==> src/rtl/sensor_fifo_pkg.sv <==
// Shared definitions for the sensor FIFO family: depth derivation, clog2 helper
// and default flag thresholds.
package sensor_fifo_pkg;

    localparam int DEFAULT_LOGSIZE   = 4;
    localparam int DEFAULT_AF_MARGIN = 2;
    localparam int DEFAULT_AE_THRESH = 1;

    function automatic int clog2(input int value);
        int r;
        int v;
        r = 0;
        v = value - 1;
        while (v > 0) begin
            r = r + 1;
            v = v >> 1;
        end
        return r;
    endfunction

    // Every FIFO and its instantiating modules derive depth through this.
    function automatic int fifo_depth(input int logsize);
        return 1 << logsize;
    endfunction

endpackage

==> src/rtl/sensor_fifo_ram.sv <==
// Storage for the sensor FIFO: synchronous write, asynchronous read so the
// head entry falls through to the output without a read cycle.
module sensor_fifo_ram
    import sensor_fifo_pkg::*;
#(
    parameter int WIDTH   = 8,
    parameter int LOGSIZE = DEFAULT_LOGSIZE
) (
    input  logic               clk,
    input  logic               we_i,
    input  logic [LOGSIZE-1:0] waddr_i,
    input  logic [WIDTH-1:0]   wdata_i,
    input  logic [LOGSIZE-1:0] raddr_i,
    output logic [WIDTH-1:0]   rdata_o
);

    localparam int DEPTH = fifo_depth(LOGSIZE);

    logic [WIDTH-1:0] mem_q [DEPTH];

    always_ff @(posedge clk) begin
        if (we_i) begin
            mem_q[waddr_i] <= wdata_i;
        end
    end

    assign rdata_o = mem_q[raddr_i];

endmodule

==> src/rtl/sensor_fifo_sync.sv <==
// Synchronous first-word fall-through FIFO with occupancy, threshold flags,
// flush and sticky error flags. Define SENSOR_FIFO_HWM_EN to add the hwm output.
module sensor_fifo_sync
    import sensor_fifo_pkg::*;
#(
    parameter int WIDTH     = 8,
    parameter int LOGSIZE   = DEFAULT_LOGSIZE,
    parameter int AF_THRESH = fifo_depth(LOGSIZE) - DEFAULT_AF_MARGIN,
    parameter int AE_THRESH = DEFAULT_AE_THRESH
) (
    input  logic               clk,
    input  logic               reset,
    input  logic               flush,
    input  logic               wr,
    input  logic [WIDTH-1:0]   din,
    input  logic               rd,
    output logic [WIDTH-1:0]   dout,
    output logic               full,
    output logic               empty,
    output logic               almost_full,
    output logic               almost_empty,
    output logic [LOGSIZE:0]   count,
    output logic               overflow,
    output logic               underflow,
    input  logic               clr_err
`ifdef SENSOR_FIFO_HWM_EN
    ,
    output logic [LOGSIZE:0]   hwm
`endif
);

    localparam int DEPTH = fifo_depth(LOGSIZE);
    localparam int PTR_W = clog2(DEPTH) + 1;

    // The extra pointer MSB separates a full FIFO from an empty one.
    logic [PTR_W-1:0] wptr_q, wptr_d;
    logic [PTR_W-1:0] rptr_q, rptr_d;
    logic             overflow_q, overflow_d;
    logic             underflow_q, underflow_d;

    logic [PTR_W-1:0] count_w;
    logic             rd_fire;
    logic             wr_fire;
    logic             overflow_set;
    logic             underflow_set;

    assign count_w      = wptr_q - rptr_q;
    assign full         = (count_w == PTR_W'(DEPTH));
    assign empty        = (count_w == '0);
    assign almost_full  = (count_w >= PTR_W'(AF_THRESH));
    assign almost_empty = (count_w <= PTR_W'(AE_THRESH));
    assign count        = count_w;
    assign overflow     = overflow_q;
    assign underflow    = underflow_q;

    // A pop in the same cycle frees a slot, so a full FIFO can still accept a write.
    assign rd_fire       = rd & ~empty & ~flush;
    assign wr_fire       = wr & (~full | rd_fire) & ~flush;
    assign overflow_set  = wr & ~wr_fire & ~flush;
    assign underflow_set = rd & empty & ~flush;

    always_comb begin
        wptr_d      = wptr_q;
        rptr_d      = rptr_q;
        overflow_d  = (clr_err ? 1'b0 : overflow_q) | overflow_set;
        underflow_d = (clr_err ? 1'b0 : underflow_q) | underflow_set;
        if (flush) begin
            wptr_d = '0;
            rptr_d = '0;
        end else begin
            if (wr_fire) begin
                wptr_d = wptr_q + 1'b1;
            end
            if (rd_fire) begin
                rptr_d = rptr_q + 1'b1;
            end
        end
    end

    always_ff @(posedge clk) begin
        if (reset) begin
            wptr_q      <= '0;
            rptr_q      <= '0;
            overflow_q  <= 1'b0;
            underflow_q <= 1'b0;
        end else begin
            wptr_q      <= wptr_d;
            rptr_q      <= rptr_d;
            overflow_q  <= overflow_d;
            underflow_q <= underflow_d;
        end
    end

    sensor_fifo_ram #(
        .WIDTH   (WIDTH),
        .LOGSIZE (LOGSIZE)
    ) u_ram (
        .clk     (clk),
        .we_i    (wr_fire & ~reset),
        .waddr_i (wptr_q[LOGSIZE-1:0]),
        .wdata_i (din),
        .raddr_i (rptr_q[LOGSIZE-1:0]),
        .rdata_o (dout)
    );

`ifdef SENSOR_FIFO_HWM_EN
    logic [PTR_W-1:0] hwm_q, hwm_d;

    // clr_err restarts tracking from the present occupancy rather than zero.
    always_comb begin
        hwm_d = hwm_q;
        if (clr_err) begin
            hwm_d = count_w;
        end else if (count_w > hwm_q) begin
            hwm_d = count_w;
        end
    end

    always_ff @(posedge clk) begin
        if (reset) begin
            hwm_q <= '0;
        end else begin
            hwm_q <= hwm_d;
        end
    end

    assign hwm = hwm_q;
`endif

endmodule

==> config.mk <==
export PLATFORM = sky130hd
export DESIGN_NAME = sensor_fifo_sync
export DESIGN_NICKNAME = d
export VERILOG_FILES = /design/src/rtl/sensor_fifo_pkg.sv /design/src/rtl/sensor_fifo_ram.sv /design/src/rtl/sensor_fifo_sync.sv
export SDC_FILE = /design/constraint.sdc
export NUM_CORES = 1
export LEC_CHECK = 0
export ABC_AREA = 1
export BUFFER_PORTS_ARGS = -buffer_cell sky130_fd_sc_hd__buf_2
export CORE_MARGIN = 4
export CORE_UTILIZATION = 55
export DETAILED_ROUTE_END_ITERATION = 6
export PLACE_DENSITY = 0.79
export SLEW_MARGIN = 20
export SYNTH_ARGS = -nofsm -noshare
export SYNTH_HDL_FRONTEND = slang
export SYNTH_SLANG_ARGS = --single-unit
==> constraint.sdc <==
create_clock -name clk -period 3.1 [get_ports clk]
set_clock_uncertainty 0.1 [all_clocks]
set_input_delay 0.155 -clock clk [delete_from_list [all_inputs] [get_ports clk]]
set_output_delay 0.155 -clock clk [all_outputs]
set_load 0.02 [all_outputs]
* After elaboration in Yosys (flattened, before gate mapping) *
Memories as Yosys holds them, arrays and structs flattened. A register that Yosys moved wholly into a read port is not among the register bits.
Index checks and enable logic that the tools add are counted.

storage, ports and cells
  flip-flop bits (word level) = 12
  latch bits = 0
  RAM bits = 128
  ROM bits = 0
  input port bits = 14
  logic and storage cells = 36
  memories kept = 1

operators by class
  add/subtract/negate cells = 3
  $mul = 0
  div/mod/pow operators = 0
  magnitude comparators = 2
  equal/unequal tests = 1
  shift operators = 0
  muxes and demuxes = 6
  bitwise operators = 17
  reduce and logical (&&, ||, !) cells = 2

memory list
  name         depth  width  read ports  clocked after Yosys merged registers in  wr ports  RTL line               RTL
  u_ram.mem_q  16     8      1           1                                        1         sensor_fifo_ram.sv:19  logic [WIDTH-1:0] mem_q [DEPTH];

operators with widths
  cell                                                            count
  adder 5 x 1 -> 5 bit, second input constant                     2
  AND 1 bit                                                       9
  two-way mux 4 bit                                               2
  equality test 5 bit, second input constant                      1
  >= comparator 5 x 4 -> 1 bit, second input constant             1
  less-or-equal comparator 5 x 1 -> 1 bit, second input constant  1
  zero test 5 bit                                                 1
  inverter 1 bit                                                  5
  subtractor 5 bit                                                1
  two-way mux 1 bit                                               4
  OR 1 bit                                                        3
  OR reduction 2 bit                                              1

* Logic depth before layout (Yosys ltp) *
  word-level depth = 12
  depth in mapped cells = 13

* Cells and area by module *
A second synthesis with hierarchy kept.

unflattened totals
  cell total of the unflattened synthesis = 656
  area total of the unflattened synthesis = 6,416.2 um^2

by module, submodules not included
  module            times used  cells each  area each (um^2)  seq. area each (um^2)
  sensor_fifo_ram   1           543         5,606.6           3,843.7
  sensor_fifo_sync  1           113         809.5             240.2

* Worst setup path after synthesis *
Ideal clock, no wire load.

  kind = reg2reg
  start = register wptr_q[0]
  end = memory u_ram.mem_q[8][0] (enable)
  data arrival time = 2.503 ns
  slack = 0.112 ns
  cell stages (with the launch flop) = 10
  clock period less this slack = 2.988 ns
  path through = dfxtp_1 inv_1 ha_1 fa_1 o21ai_1 xor2_2 nand3_2 nand2_2 buf_6 nor3b_1

between the ends
  longest elaborated chain between the ends = 11

RTL lines
  what                                         RTL line                RTL
  start, declared                              sensor_fifo_sync.sv:36  logic [PTR_W-1:0] wptr_q, wptr_d;
  start signal, assigned                       sensor_fifo_sync.sv:87  wptr_q <= wptr_d;
  subtractor 5 bit (*)                         sensor_fifo_sync.sv:47  assign count_w = wptr_q - rptr_q;
  net count[4]                                 sensor_fifo_sync.sv:22  output logic [LOGSIZE:0] count,
  zero test 5 bit                              sensor_fifo_sync.sv:49  assign empty = (count_w == '0);
  inverter 1 bit                               sensor_fifo_sync.sv:57  assign rd_fire = rd & ~empty & ~flush;
  AND 1 bit (2 in a row)                       sensor_fifo_sync.sv:57
  OR 1 bit (*)                                 sensor_fifo_sync.sv:58  assign wr_fire = wr & (~full | rd_fire) & ~flush;
  AND 1 bit (*) (2 in a row)                   sensor_fifo_sync.sv:58
  AND 1 bit (*)                                sensor_fifo_sync.sv:99  .we_i (wr_fire & ~reset),
  two-way mux 1 bit (*)                        sensor_fifo_ram.sv:22   if (we_i) begin
  two-way mux 1 bit (implied by the code) (*)  sensor_fifo_ram.sv:23   mem_q[waddr_i] <= wdata_i;
  end, declared                                sensor_fifo_ram.sv:19

Mark *: on every way through the listed nets, which the timed path passes. The rest lies on a longest branch.

* Worst setup path after layout *
  start = register wptr_q[0]
  end = memory u_ram.mem_q[0][7] (enable)

between the ends
  longest elaborated chain between the ends = 11

RTL lines
  what                                     RTL line
  subtractor 5 bit                         sensor_fifo_sync.sv:47
  zero test 5 bit                          sensor_fifo_sync.sv:49
  inverter 1 bit                           sensor_fifo_sync.sv:57
  AND 1 bit (2 in a row)                   sensor_fifo_sync.sv:57
  OR 1 bit                                 sensor_fifo_sync.sv:58
  AND 1 bit (2 in a row)                   sensor_fifo_sync.sv:58
  AND 1 bit                                sensor_fifo_sync.sv:99
  two-way mux 1 bit                        sensor_fifo_ram.sv:22
  two-way mux 1 bit (implied by the code)  sensor_fifo_ram.sv:23

Parallel ways exist; a longest one is shown, timed or not.

==> impl_metrics.prom <==
# TYPE chip_impl_metric gauge
chip_impl_metric{name="syn-cell-area",unit="um2"} 6122
chip_impl_metric{name="core_area",unit="um2"} 10890
chip_impl_metric{name="clock_path_buffers",unit=""} 2
chip_impl_info{name="cts_root_buffer",value="sky130_fd_sc_hd__clkbuf_8"} 1
chip_impl_metric{name="io_pins",unit=""} 33
chip_impl_metric{name="count_of_buffers_from_port_buffering",unit=""} 32
chip_impl_metric{name="critPathRequiredTime",unit="ps"} 3150
chip_impl_metric{name="postSynthCellCount",unit=""} 491
chip_impl_metric{name="timing.fmax",unit="MHz"} 327.6
chip_impl_info{name="rsz0062_at_grt",value="yes"} 1
chip_impl_metric{name="clk_latency",unit="ps"} 520
chip_impl_info{name="setup.worst_path.class",value="reg2reg"} 1
chip_impl_metric{name="number_of_global_route_vias_before_repair",unit=""} 4094
chip_impl_metric{name="grt_start_max_net_pins",unit=""} 59
chip_impl_metric{name="fin_area",unit="um2"} 7259
chip_impl_metric{name="post-route-drc-count",unit=""} 1
chip_impl_metric{name="die_height",unit="um"} 113.5
chip_impl_metric{name="synth_adder_area_share",unit="%"} 2.166
chip_impl_metric{name="floorplan.die_area",unit="um2"} 12880
chip_impl_metric{name="worst_vdd_rail_ir_drop",unit="uV"} 366.1
chip_impl_metric{name="setup_violations",unit=""} 0
chip_impl_metric{name="postRouteAntennaNets",unit=""} 0
chip_impl_metric{name="synth.ff_latch_count",unit=""} 144
chip_impl_metric{name="areaGrowthSynthToFinish",unit="%"} 18.58
chip_impl_metric{name="die_w",unit="um"} 113.5
chip_impl_metric{name="cts.repair_timing.setup_buffer_count",unit=""} 0
chip_impl_metric{name="tightest_slew",unit="ps"} 1001
chip_impl_metric{name="synth_cell_type_count",unit=""} 29
chip_impl_info{name="failing_checks",value="design-rule violations"} 1
chip_impl_metric{name="hold_depth",unit=""} 7
chip_impl_info{name="status",value="finished with violations"} 1
chip_impl_info{name="most-common-layout-cells",value="128 x sky130_fd_sc_hd__edfxtp_1, 55 x sky130_fd_sc_hd__inv_1, 45 x sky130_fd_sc_hd__a21oi_1, 41 x sky130_fd_sc_hd__nand2_1, 39 x sky130_fd_sc_hd__o21ai_0"} 1
chip_impl_info{name="cts_tree",value="built"} 1
chip_impl_metric{name="cts_buffers",unit=""} 17
chip_impl_metric{name="post_route_cells_drive_above_1_share",unit="%"} 16.49
chip_impl_metric{name="drt-vias-per-instance",unit=""} 5.788
chip_impl_metric{name="post_detailed_routing_wire_length",unit="um"} 13720
chip_impl_metric{name="wl_per_cell",unit="um"} 19.48
chip_impl_metric{name="timing.reg2reg.worst_path_depth",unit=""} 10
chip_impl_metric{name="synth.avg_cell_area",unit="um2"} 12.47
chip_impl_metric{name="nets",unit=""} 575
chip_impl_metric{name="number_of_placement_rows",unit=""} 38
chip_impl_metric{name="slew_violations",unit=""} 0
chip_impl_info{name="final_common_cell",value="sky130_fd_sc_hd__edfxtp_1"} 1
chip_impl_metric{name="cap_viol_max_count",unit=""} 0
chip_impl_metric{name="grt_antenna_before_repair",unit=""} 0
chip_impl_metric{name="globalplace.congestion",unit=""} 0.9019
chip_impl_metric{name="num_vias",unit=""} 4075
chip_impl_metric{name="synth_sequential_area_ratio",unit="%"} 68.02
chip_impl_metric{name="clkSinkCount",unit=""} 144
chip_impl_metric{name="period_needed",unit="ps"} 3052
chip_impl_metric{name="number_of_antenna_cells_inserted",unit=""} 0
chip_impl_info{name="synth_top_family_by_area",value="compound AO/OA/AOI/OAI gates"} 1
chip_impl_metric{name="drt_pass1_iterations",unit=""} 7
chip_impl_metric{name="clk_transition_reported_paths",unit="ps"} 60
chip_impl_info{name="critPathCaptureType",value="register"} 1
chip_impl_metric{name="dp.final_hpwl",unit="um"} 8818
chip_impl_metric{name="ctsHtreeMaxLevel",unit=""} 4
chip_impl_metric{name="power_per_cell_area",unit="nW/um2"} 589.9
chip_impl_metric{name="min_period_over_period",unit="%"} 98.46
chip_impl_metric{name="globalRouteTotalUtil",unit="%"} 22.27
chip_impl_metric{name="synth_mux_area_share",unit="%"} 5.232
chip_impl_metric{name="dp_slack",unit="ps"} 95.50
chip_impl_metric{name="yosys_warnings",unit=""} 0
chip_impl_metric{name="start_util",unit="%"} 56.23
chip_impl_metric{name="setup_ws",unit="ps"} 47.67
chip_impl_metric{name="first_pass_grt_wire_length",unit="um"} 21520
chip_impl_metric{name="initialDrtViolationCount",unit=""} 439
chip_impl_metric{name="worst-path-max-fanout",unit=""} 8
chip_impl_metric{name="synthesis.nets",unit=""} 515
chip_impl_info{name="worst_setup_path_start_kind",value="register"} 1
chip_impl_metric{name="yosys.area_share.simple",unit="%"} 7.112
chip_impl_metric{name="final_hold_viol_count",unit=""} 0
chip_impl_metric{name="synth_xor_area_share",unit="%"} 1.410
chip_impl_metric{name="gr-total-overflow",unit=""} 0
chip_impl_metric{name="timing.max_slew.rel_slack",unit="%"} 33.21
chip_impl_metric{name="synth-compound-area-share",unit="%"} 10.87
chip_impl_metric{name="placedInstanceArea",unit="um2"} 6505
chip_impl_metric{name="static-leakage-power",unit="nW"} 2.556
chip_impl_info{name="worst_hold_path_type",value="in2reg"} 1
chip_impl_metric{name="cp_data_arrival_time",unit="ps"} 3110
## stage by stage
step | util, % | hold WS [ps] | total power, mW | instances | TNS [ps]
2_1_floorplan | - | 124.1 | 2.246 | 491 | 0
3_3_place_gp | 59.74 | 260.7 | 2.321 | 658 | 0
3_5_place_dp | 59.74 | 271.8 | 2.323 | 658 | 0
4_1_cts | 66.42 | 45.79 | 4.302 | 704 | 0
5_1_grt | 66.67 | 73.07 | 4.415 | 704 | -8774
6_report | 66.67 | 76.35 | 4.282 | 704 | 0
## repair_timing
item	CTS	global route
hold endpoints to repair	140	0
hold buffers	14	0
endpoints found under the setup margin	0	88
resized for setup	0	4
## power by group
group / internal (mW) / switching, mW / total, mW
clock network: 1.23 / 0.757 / 1.98
registers: 2.12 / 0.00658 / 2.12
logic: 0.0606 / 0.116 / 0.176
## kinds of logic (layout without fill, tap and decap cells)
logic type,count (synthesis),after routing
AOI/OAI and AO/OA,117,117
xor gates and xnor gates,9,9
adders and majority gates,10,10
buffers and inverters,80,153
DFF,144,144
muxes,32,32
and+or+nand+nor,99,99
## registers in the layout, summed over array words and instances (netlist names), named ones only
name / flops
u_ram.mem_q: 128
underflow: 1
overflow: 1
wptr_q: 5
rptr_q: 5
## synth_stat cells
| master | n | area share (%) |
|---|---|---|
| sky130_fd_sc_hd__nor2_1 | 19 | 1.2 |
| sky130_fd_sc_hd__o21ai_0 | 39 | 3.2 |
| sky130_fd_sc_hd__nand3_2 | 1 | 0.16 |
| sky130_fd_sc_hd__o211ai_1 | 32 | 3.9 |
| sky130_fd_sc_hd__xnor2_1 | 4 | 0.57 |
| sky130_fd_sc_hd__ha_1 | 9 | 1.8 |
| sky130_fd_sc_hd__edfxtp_1 | 128 | 63 |
| sky130_fd_sc_hd__fa_1 | 1 | 0.33 |
| sky130_fd_sc_hd__dfxtp_1 | 16 | 5.2 |
| sky130_fd_sc_hd__mux2i_1 | 32 | 5.2 |
| sky130_fd_sc_hd__inv_1 | 55 | 3.4 |
| sky130_fd_sc_hd__a21oi_1 | 45 | 3.7 |
| sky130_fd_sc_hd__buf_4 | 1 | 0.12 |
| sky130_fd_sc_hd__nand3_1 | 25 | 2.0 |
| sky130_fd_sc_hd__nand2_1 | 41 | 2.5 |
| sky130_fd_sc_hd__buf_1 | 3 | 0.18 |
| sky130_fd_sc_hd__clkinv_1 | 2 | 0.12 |
| sky130_fd_sc_hd__o21ai_1 | 1 | 0.082 |
| sky130_fd_sc_hd__nand2_2 | 2 | 0.20 |
| sky130_fd_sc_hd__nor3_1 | 7 | 0.57 |
| sky130_fd_sc_hd__buf_2 | 5 | 0.41 |
| sky130_fd_sc_hd__clkbuf_1 | 13 | 0.80 |
| sky130_fd_sc_hd__xor2_2 | 1 | 0.27 |
| sky130_fd_sc_hd__nand3b_1 | 1 | 0.12 |
| sky130_fd_sc_hd__nand4_1 | 1 | 0.10 |
| sky130_fd_sc_hd__buf_6 | 1 | 0.18 |
| sky130_fd_sc_hd__nor2_2 | 1 | 0.10 |
| sky130_fd_sc_hd__nor3b_1 | 1 | 0.12 |
| sky130_fd_sc_hd__xor2_1 | 4 | 0.57 |
## worst paths after layout
path / start / to / slack [ps]
setup / recovery: wptr_q[0]$_SDFFE_PP0P_ / u_ram.mem_q[0][7]$_DFFE_PP_ / 50
hold / removal: rd / wptr_q[0]$_SDFFE_PP0P_ / 80
setup reg to reg: wptr_q[0]$_SDFFE_PP0P_ / u_ram.mem_q[0][7]$_DFFE_PP_ / 50
hold reg to reg: wptr_q[4]$_SDFFE_PP0P_ / wptr_q[4]$_SDFFE_PP0P_ / 430
## layout make-up
class / instances / area (um2)
clock buffer: 19 / 421.7
clock inverter: 13 / 165.2
fill: 769 / 3628
inverter: 57 / 214.0
multi-input combinational: 267 / 1668
sequential: 144 / 4168
tap: 140 / 175.2
timing repair buffer: 64 / 447.9
## critical path, cell delays in order, from the launching register on
cell and delay, ps:
sky130_fd_sc_hd__dfxtp_1 330, sky130_fd_sc_hd__inv_1 60, sky130_fd_sc_hd__ha_1 200, sky130_fd_sc_hd__fa_1 400
sky130_fd_sc_hd__o21ai_1 240, sky130_fd_sc_hd__xor2_2 120, sky130_fd_sc_hd__nand3_2 100, sky130_fd_sc_hd__nand2_2 160
sky130_fd_sc_hd__inv_1 160, sky130_fd_sc_hd__nand2_1 200, sky130_fd_sc_hd__nor2_1 610
## layer usage
metal | track usage, % | wire, um | vias to the layer above
li1 | - | - | 1887
met1 | 28.83 | 5505 | 1950
met2 | 36.63 | 6727 | 207
met3 | 5.305 | 1117 | 31
met4 | 8.494 | 366 | 0
met5 | 0 | 0 | -
Power figures use the tool's default switching activity.
